$ cat src/rtl/sigbuff_ctrl_if.sv
// Handshake/bus bundle between the iteration controller and the signal buffer.
// master: controller side (drives write/read requests, consumes samples).
// slave : buffer side.
interface sigbuff_ctrl_if #(
  parameter int DATA_W = 16,
  parameter int ADDR_W = 8
);
  // iteration tag and path control
  logic [4:0]        iter_num;
  logic              input_mux;
  logic              input_enable;
  logic              output_enable;

  // write sources
  logic [DATA_W-1:0] lvl_data;
  logic              lvl_valid;
  logic [DATA_W-1:0] lim_data;
  logic              lim_valid;

  // read side towards the FIR front end
  logic [DATA_W-1:0] out_data;
  logic [4:0]        out_iter;
  logic              out_valid;
  logic              out_ready;

  // status
  logic              iter_done;
  logic [ADDR_W:0]   fill_level;
  logic              overflow;

  modport master (
    output iter_num, input_mux, input_enable, output_enable,
    output lvl_data, lvl_valid, lim_data, lim_valid,
    output out_ready,
    input  out_data, out_iter, out_valid,
    input  iter_done, fill_level, overflow
  );

  modport slave (
    input  iter_num, input_mux, input_enable, output_enable,
    input  lvl_data, lvl_valid, lim_data, lim_valid,
    input  out_ready,
    output out_data, out_iter, out_valid,
    output iter_done, fill_level, overflow
  );
endinterface

$ cat src/rtl/sigbuff_ctrl.sv
// Signal buffer controller: circular sample store for iterative reconstruction.
// Written by the level generator (first pass) or the hard limiter (feedback
// passes), read by the FIR front end, with fill/overflow/iteration status.
//
// Read-side FSM
//   state   | meaning
//   RD_IDLE | no read in flight; a read may issue this cycle
//   RD_PEND | read issued last edge, its sample is now on out_data; no issue
//
// The RAM read register doubles as the out_data register: an issue loads it
// at the same edge that raises out_valid, so issue-to-valid latency is one
// cycle, and the RD_PEND cycle that follows limits throughput to one sample
// every two cycles.
module sigbuff_ctrl #(
  parameter int MAX_SAMPLES_IN_RAM = 255,
  parameter int DATA_W             = 16,
  parameter int ADDR_W             = 8
) (
  input  logic           clock,
  input  logic           reset,
  sigbuff_ctrl_if.slave  bus
);

  localparam int               CNT_W    = ADDR_W + 1;
  localparam int               RAM_D    = 2 ** ADDR_W;
  localparam logic [ADDR_W-1:0] LAST_IDX = ADDR_W'(MAX_SAMPLES_IN_RAM - 1);
  localparam logic [CNT_W-1:0]  FULL_CNT = CNT_W'(MAX_SAMPLES_IN_RAM);

  typedef enum logic {
    RD_IDLE = 1'b0,
    RD_PEND = 1'b1
  } rd_state_t;

  rd_state_t         rd_state_q, rd_state_d;

  logic [DATA_W-1:0] mem_q [RAM_D];

  logic [ADDR_W-1:0] wr_ptr_q, wr_ptr_d;
  logic [ADDR_W-1:0] rd_ptr_q, rd_ptr_d;
  logic [CNT_W-1:0]  count_q, count_d;
  logic              overflow_q, overflow_d;
  logic              iter_done_q, iter_done_d;
  logic [DATA_W-1:0] out_data_q, out_data_d;
  logic [4:0]        out_iter_q, out_iter_d;
  logic              out_valid_q, out_valid_d;

  logic              sel_valid;
  logic [DATA_W-1:0] sel_data;
  logic              wr_req;
  logic              wr_accept;
  logic              rd_issue;

  // Write source select is purely combinational; whichever source is
  // selected this cycle is the one that can write.
  assign sel_valid = bus.input_mux ? bus.lim_valid : bus.lvl_valid;
  assign sel_data  = bus.input_mux ? bus.lim_data  : bus.lvl_data;
  assign wr_req    = bus.input_enable & sel_valid;

  // A full buffer still takes a write when a read frees a slot the same cycle.
  assign wr_accept = wr_req & ((count_q < FULL_CNT) | rd_issue);

  // Read FSM next state and read-issue decision.
  always_comb begin
    rd_state_d = rd_state_q;
    rd_issue   = 1'b0;
    case (rd_state_q)
      RD_IDLE: begin
        if (bus.output_enable && (count_q != '0) &&
            (!out_valid_q || bus.out_ready)) begin
          rd_issue   = 1'b1;
          rd_state_d = RD_PEND;
        end
      end
      RD_PEND: begin
        rd_state_d = RD_IDLE;
      end
      default: begin
        rd_state_d = RD_IDLE;
      end
    endcase
  end

  // Read FSM state register.
  always_ff @(posedge clock) begin
    if (reset) begin
      rd_state_q <= RD_IDLE;
    end else begin
      rd_state_q <= rd_state_d;
    end
  end

  // Pointer, occupancy, overflow and wrap-pulse next-state logic.
  always_comb begin
    wr_ptr_d    = wr_ptr_q;
    rd_ptr_d    = rd_ptr_q;
    count_d     = count_q;
    overflow_d  = overflow_q;
    iter_done_d = 1'b0;

    if (wr_accept) begin
      wr_ptr_d = (wr_ptr_q == LAST_IDX) ? '0 : wr_ptr_q + ADDR_W'(1);
    end

    if (rd_issue) begin
      rd_ptr_d    = (rd_ptr_q == LAST_IDX) ? '0 : rd_ptr_q + ADDR_W'(1);
      iter_done_d = (rd_ptr_q == LAST_IDX);
    end

    case ({wr_accept, rd_issue})
      2'b10:   count_d = count_q + CNT_W'(1);
      2'b01:   count_d = count_q - CNT_W'(1);
      default: count_d = count_q;
    endcase

    if (wr_req && !wr_accept) begin
      overflow_d = 1'b1;
    end
  end

  // Control/status registers.
  always_ff @(posedge clock) begin
    if (reset) begin
      wr_ptr_q    <= '0;
      rd_ptr_q    <= '0;
      count_q     <= '0;
      overflow_q  <= 1'b0;
      iter_done_q <= 1'b0;
    end else begin
      wr_ptr_q    <= wr_ptr_d;
      rd_ptr_q    <= rd_ptr_d;
      count_q     <= count_d;
      overflow_q  <= overflow_d;
      iter_done_q <= iter_done_d;
    end
  end

  // Sample store; contents survive reset, count=0 makes them unreachable.
  always_ff @(posedge clock) begin
    if (wr_accept) begin
      mem_q[wr_ptr_q] <= sel_data;
    end
  end

  // Output stage next state: load on issue, hold while stalled, drop valid
  // once consumed with nothing new landing.
  always_comb begin
    out_data_d  = out_data_q;
    out_iter_d  = out_iter_q;
    out_valid_d = out_valid_q;
    if (rd_issue) begin
      out_data_d  = mem_q[rd_ptr_q];
      out_iter_d  = bus.iter_num;
      out_valid_d = 1'b1;
    end else if (out_valid_q && bus.out_ready) begin
      out_valid_d = 1'b0;
    end
  end

  // Output stage registers; reset discards any sample in flight.
  always_ff @(posedge clock) begin
    if (reset) begin
      out_data_q  <= '0;
      out_iter_q  <= '0;
      out_valid_q <= 1'b0;
    end else begin
      out_data_q  <= out_data_d;
      out_iter_q  <= out_iter_d;
      out_valid_q <= out_valid_d;
    end
  end

  assign bus.out_data   = out_data_q;
  assign bus.out_iter   = out_iter_q;
  assign bus.out_valid  = out_valid_q;
  assign bus.iter_done  = iter_done_q;
  assign bus.fill_level = count_q;
  assign bus.overflow   = overflow_q;

endmodule
$ cat src/flat_wrapper.sv
// flat-port wrapper written by rule: the top's interface ports become plain ports
module sigbuff_ctrl_flat 
#(
  parameter int MAX_SAMPLES_IN_RAM = 255,
  parameter int DATA_W             = 16,
  parameter int ADDR_W             = 8
)
  (clock, reset, bus_iter_num, bus_input_mux, bus_input_enable, bus_output_enable, bus_lvl_data, bus_lvl_valid, bus_lim_data, bus_lim_valid, bus_out_ready, bus_out_data, bus_out_iter, bus_out_valid, bus_iter_done, bus_fill_level, bus_overflow);
  sigbuff_ctrl_if #(.DATA_W(DATA_W), .ADDR_W(ADDR_W)) bus_i ();
  input  logic clock;
  input  logic reset;
  input wire logic [$bits(bus_i.iter_num)-1:0] bus_iter_num;
  input wire logic [$bits(bus_i.input_mux)-1:0] bus_input_mux;
  input wire logic [$bits(bus_i.input_enable)-1:0] bus_input_enable;
  input wire logic [$bits(bus_i.output_enable)-1:0] bus_output_enable;
  input wire logic [$bits(bus_i.lvl_data)-1:0] bus_lvl_data;
  input wire logic [$bits(bus_i.lvl_valid)-1:0] bus_lvl_valid;
  input wire logic [$bits(bus_i.lim_data)-1:0] bus_lim_data;
  input wire logic [$bits(bus_i.lim_valid)-1:0] bus_lim_valid;
  input wire logic [$bits(bus_i.out_ready)-1:0] bus_out_ready;
  output wire logic [$bits(bus_i.out_data)-1:0] bus_out_data;
  output wire logic [$bits(bus_i.out_iter)-1:0] bus_out_iter;
  output wire logic [$bits(bus_i.out_valid)-1:0] bus_out_valid;
  output wire logic [$bits(bus_i.iter_done)-1:0] bus_iter_done;
  output wire logic [$bits(bus_i.fill_level)-1:0] bus_fill_level;
  output wire logic [$bits(bus_i.overflow)-1:0] bus_overflow;
  assign bus_i.iter_num = bus_iter_num;
  assign bus_i.input_mux = bus_input_mux;
  assign bus_i.input_enable = bus_input_enable;
  assign bus_i.output_enable = bus_output_enable;
  assign bus_i.lvl_data = bus_lvl_data;
  assign bus_i.lvl_valid = bus_lvl_valid;
  assign bus_i.lim_data = bus_lim_data;
  assign bus_i.lim_valid = bus_lim_valid;
  assign bus_i.out_ready = bus_out_ready;
  assign bus_out_data = bus_i.out_data;
  assign bus_out_iter = bus_i.out_iter;
  assign bus_out_valid = bus_i.out_valid;
  assign bus_iter_done = bus_i.iter_done;
  assign bus_fill_level = bus_i.fill_level;
  assign bus_overflow = bus_i.overflow;
  sigbuff_ctrl #(.MAX_SAMPLES_IN_RAM(MAX_SAMPLES_IN_RAM), .DATA_W(DATA_W), .ADDR_W(ADDR_W)) u_core (.clock(clock), .reset(reset), .bus(bus_i));
endmodule
$ cat config.mk
export PLATFORM = sky130hd
export DESIGN_NAME = sigbuff_ctrl_flat
export DESIGN_NICKNAME = d
export VERILOG_FILES = /design/src/rtl/sigbuff_ctrl_if.sv /design/src/rtl/sigbuff_ctrl.sv /design/src/flat_wrapper.sv
export SDC_FILE = /design/constraint.sdc
export NUM_CORES = 2
export LEC_CHECK = 0
export CAP_MARGIN = 30
export CORE_MARGIN = 8
export CORE_UTILIZATION = 30
export CTS_BUF_LIST = sky130_fd_sc_hd__clkbuf_16
export DETAILED_ROUTE_END_ITERATION = 10
export PLACE_DENSITY = 0.49
export SETUP_SLACK_MARGIN = 0.2
export SLEW_MARGIN = 15
export SYNTH_ARGS = -nofsm -noshare
export SYNTH_HDL_FRONTEND = slang
export SYNTH_SLANG_ARGS = --single-unit
export TNS_END_PERCENT = 5
$ cat constraint.sdc
create_clock -name clock -period 5 [get_ports clock]
set_input_delay 1.25 -clock clock [delete_from_list [all_inputs] [get_ports clock]]
set_output_delay 1.25 -clock clock [all_outputs]
set_load 0.02 [all_outputs]
# [Yosys cells after proc, flatten, opt, wreduce, memory -nomap -nowiden]
# Memory sizes are Yosys's and may differ from the RTL's. A register that Yosys moved wholly into a read port is not among the register bits.
# Cells that the tools add are included.
[totals] ff_bits=34 ram_bits=4096 input_bits=45 out_inout_bits=33 elab_cells=46 n_memories=1
[mem_list] memory="u_core.mem_q" depth=256 width=16 rd=1 rd_clocked_by_memory_dff=1 write_ports=1 line="sigbuff_ctrl.sv:36" source="logic [DATA_W-1:0] mem_q [RAM_D];"
[op_classes] n_addsub=4 order_cmp=1 eq_ne=4 mux=12 n_bitwise=5 n_reduce_logical=11
[ops] cell="case mux 9 bit (2 select lines)" count=1
[ops] cell="adder 8 x 1 -> 8 bit, second input constant" count=2
[ops] cell="equality test 8 bit, second input constant" count=2
[ops] cell="two-way mux 16 bit" count=1
[ops] cell="two-way mux 8 bit" count=2
[ops] cell="adder 9 x 1 -> 9 bit, second input constant" count=1
[ops] cell="< comparator 9 x 8 -> 1 bit, second input constant" count=1
[ops] cell="nonzero test 9 bit" count=1
[ops] cell="subtractor 9 x 1 -> 9 bit, second input constant" count=1
[ops] cell="two-way mux 1 bit" count=7
[ops] cell="logical AND 1 bit" count=4
[ops] cell="nonzero test 2 bit" count=2
[ops] cell="bitwise AND 1 bit" count=2
[ops] cell="equality test 2 x 1 -> 1 bit, second input constant" count=1
[ops] cell="equality test 2 bit, second input constant" count=1
[ops] cell="logical NOT 1 bit" count=2
[ops] cell="inverter 1 bit" count=2
[ops] cell="case mux 1 bit (2 select lines)" count=1
[ops] cell="OR reduction 2 bit" count=1
[ops] cell="logical OR 1 bit" count=1
[ops] cell="OR 1 bit" count=1

# [Longest topological paths before layout]
[logic_depth] ltp_word=9 mapped_depth=14 ltp_nobuf=12

# [Least setup slack after synthesis]
# Ideal clock, no wire load.
[synth_timing] kind="input to register" startpoint="in bus_input_mux" endpoint="reg u_core.count_q[8] (netlist: u_core.bus.fill_level[8])" setup_time_ns=0.074 arrival_ns=4.188 t_required_ns=4.926 setup_slack_ns=0.738 cell_stages=12 n_path_buf=1 path_cell_list="buf_2 mux2_2 and2_1 nor2_1 ha_1 a21o_1 a21oi_1 o21bai_1 a2111oi_0 nor2_1 or4_1 a31oi_1"
[synth_between] elab_chain_len=5 elab_cells_between_ends=7 classes_between="2 x eq/ne; 2 x mux; 2 x bitwise; 1 x reduce/logical"
[synth_lines] item="start: declaration" line="flat_wrapper.sv:13" source="input wire logic [$bits(bus_i.input_mux)-1:0] bus_input_mux;"
[synth_lines] item="two-way mux 1 bit *" line="sigbuff_ctrl.sv:55" source="assign sel_valid = bus.input_mux ? bus.lim_valid : bus.lvl_valid;"
[synth_lines] item="bitwise AND 1 bit *" line="sigbuff_ctrl.sv:57" source="assign wr_req = bus.input_enable & sel_valid;"
[synth_lines] item="bitwise AND 1 bit *" line="sigbuff_ctrl.sv:60" source="assign wr_accept = wr_req & ((count_q < FULL_CNT) | rd_issue);"
[synth_lines] item="equality test 2 x 1 -> 1 bit or equality test 2 bit (tied branches)" line="sigbuff_ctrl.sv:109" source="case ({wr_accept, rd_issue})"
[synth_lines] item="case mux 9 bit (2 select lines) or nonzero test 2 bit (tied branches)"
[synth_lines] item="end signal: assignment" line="sigbuff_ctrl.sv:131" source="count_q <= count_d;"
[synth_lines] item="end: declaration" line="sigbuff_ctrl.sv:40" source="logic [CNT_W-1:0] count_q, count_d;"
# Every way passes the cells marked *; elsewhere a longest branch is shown, timed or not.
# A chain may end at the register's enable or synchronous reset.

==> impl_metrics.csv <==
group,metric,value,unit
run_status,run_status,"complete, no violations",
timing,fin_crit_sh,81.9,%
power_and_ir_drop,power_density,458,nW/um^2
synth,ys_top_cells_by_area,"edfxtp_1, mux4_2, a22oi_1, mux2i_1, nor2_1",
placed_design,gp_congestion,0.820,
floorplan,rows,267,
floorplan,num_io_pins,78,
synth,synth_edf_count,4096,
placed_design,dp_cells,14200,
synth,synth.yosys.seq_area_share,78.3,%
synth,ys_types,56,
timing,hold_viol_final,0,
synth,synth.cell_area,158000,um^2
power_and_ir_drop,total_power,84.5,mW
routing,firstDrtPassIters,8,
critical_path,crit_path_end_kind,"flip-flop",
timing,finalClockSkew,0.0787,ns
synth,syn-instance-count,7031,
cts,cts_hold_repair.buffers,0,
routing,viasPerCell,5.02,
synth,yosysWarnings,0,
power_and_ir_drop,pwr-share-clk,36.5,%
cts,clk_latency,1.01,ns
cts,cts-root-buf,"clkbuf_16",
grt,grt_pass1_vias,78000,
cts,cts.sinks,4146,
grt,grt_util_all_layers,15.1,%
floorplan,die_area,551000,um^2
power_and_ir_drop,p_sw,21.9,mW
power_and_ir_drop,switching_share,25.9,%
synth,ys_async_sr_fraction,0,%
power_and_ir_drop,p_seq_share,46.1,%
timing,fin_crit,4.10,ns
synth,synth_flop_cell,"edfxtp_1",
finish,nFillCells,48600,
routing,wl_per_cell,28.7,um
synth,avgSynthCellArea,22.5,um^2
worst_hold_path,hold_class,"reg -> reg",
run,max_cap_viol_count,0,
floorplan,die_h,742,um
cts,postCtsSetupBuffers,0,
grt,grt_pass1_wl,606000,um
cts,post_cts_resized,0,
grt,antenna_found_initial,32,
cts,clk_pin_slew,0.06,ns
finish,utilization,35.0,%
power_and_ir_drop,ir_drop,0.000314,V
finish,nNetsFinal,7714,
timing,setup_viol,0,
power_and_ir_drop,p_leak,55.8,nW
cts,cts_tree,"done",
synth,synth_top_area_share,77.7,%
power_and_ir_drop,p_int,62.6,mW
timing,relSlewSlack,28.7,%
timing,hold_slack,0.468,ns
routing,vias,75300,
placed_design,io_buffers,77,
critical_path,cp.arrival,4.98,ns
critical_path,start_kind,"flip-flop",
critical_path,worstPathRequired,5.88,ns
cts,htreeDepth,5,
timing,tightestPinTransition,1.07,ns
finish,finalInstanceArea,185000,um^2
cts,clockBufferDepth,4,
finish,syn_to_final_growth,16.6,%
placed_design,dpl-instance-area,171000,um^2
routing,drc,0,
placed_design,dp_hpwl,260000,um
timing,timing.final.max_slew_violations,0,
grt,grt_max_degree,115,
synth,synth_nets,7090,
routing,wirelength,430000,um
synth,synth-seq-cells,4146,
critical_path,crit_fanout,35,
floorplan,core,527000,um^2
finish,drive_gt1_share,28.7,%
grt,grt_overflow_total,0,
synth,yosysTopAreaCell,"edfxtp_1",
routing,postRouteAntennaNets,0,
synth,synth.most_common_cell,"edfxtp_1",
floorplan,die_width,742,um
routing,drtIter0Drc,8257,
power_and_ir_drop,power_frac_comb,17.4,%
floorplan,start_util,30.0,%
synth,synth_common_cells,"edfxtp_1, mux4_2, nor2_1, a22oi_1, clkbuf_1",
critical_path,worstSetupPathType,"reg -> reg",
timing,clock.fmax,244,MHz
timing,rsz0062_at_grt,"no",
cts,numCtsBuffers,424,
finish,fin_cells,15000,
==> power by group through the flow <==
stage / Sequential [mW] / Clock [mW] / Combinational, mW
global placement: 39.7 / 0 / 14.9
CTS: 39.0 / 31.6 / 15.1
detailed placement: 39.7 / 0 / 15.0
finish: 39.0 / 30.8 / 14.7
floorplan: 39.6 / 0 / 9.95
global route: 39.0 / 32.8 / 15.6
==> metrics by stage <==
step / setup slack (ns) / setup TNS [ns]
after CTS: 0.923 / 0
after detailed placement: 0.0326 / 0
after global routing: 0.832 / 0
final: 0.905 / 0
after floorplan: 0.738 / 0
after global placement: -0.224 / -0.430
==> logic make-up after synthesis <==
logic type,synth area share [%]
compound gates,2.45
simple gates,1.90
buf+inv,1.42
fa+ha+maj,0.115
mux,15.7
flops,78.3
xor+xnor,0.105
==> layout make-up <==
type / instances / area (um^2) / share of cell area, %
Inverter: 9 / 33.8 / 0.0183
Timing Repair Buffer: 611 / 5760 / 3.12
Clock buffer: 432 / 10800 / 5.85
Sequential cell: 4146 / 124000 / 67.2
Tap cell: 6994 / 8750 / 4.74
Antenna cell: 5 / 12.5 / 0.00678
Multi-Input combinational cell: 2463 / 32500 / 17.6
Clock inverter: 349 / 2710 / 1.47
==> flip-flops by register name, summed over array words and instances, names as in the netlist <==
name,flops
u_core.bus.out_data,16
u_core.bus.out_iter,5
u_core.wr_ptr_q,8
u_core.rd_ptr_q,8
u_core.bus.overflow,1
u_core.bus.out_valid,1
u_core.rd_state_q,1
u_core.bus.iter_done,1
u_core.mem_q,4096
u_core.bus.fill_level,9
==> critical path, stage by stage, from the launching register on <==
cell,delay (ns)
dfxtp_4,0.70
buf_4,0.66
mux4_2,0.64
mux4_2,0.49
o22ai_1,0.74
a2111o_1,0.54
nand4_1,0.15
==> metal layers <==
metal | routed length (um) | GRT usage, %
met4 | 9790 | 3.43
met2 | 207000 | 24.9
met3 | 29300 | 2.81
met5 | 46 | 0
met1 | 184000 | 21.0
==> layout by cell type, fill, tap and decap left out, types with 34 or more instances in the layout <==
cell type / n
mux2_2: 59
buf_12: 73
clkinv_2: 97
dfxtp_1: 44
nand2_1: 109
o22ai_1: 149
nand4_1: 76
clkinv_1: 109
nor2_1: 256
buf_4: 452
bufinv_16: 34
inv_1: 73
nor2_2: 48
a21oi_1: 47
clkbuf_16: 432
mux2i_1: 133
clkdlybuf4s50_1: 75
a22oi_1: 214
edfxtp_1: 4096
mux4_2: 1007
nand3_1: 98
==> final timing paths <==
check / from / cells past startpoint / endpoint / slack [ns]
max: u_core.rd_ptr_q[0] / 6 / u_core.bus.out_data[12] / 0.90
min: u_core.bus.out_iter[3] / 2 / u_core.bus.out_iter[3] / 0.47
max reg2reg: u_core.rd_ptr_q[0] / 6 / u_core.bus.out_data[12] / 0.90
min reg2reg: u_core.bus.out_iter[3] / 2 / u_core.bus.out_iter[3] / 0.47
Power figures use the tool's default switching activity.
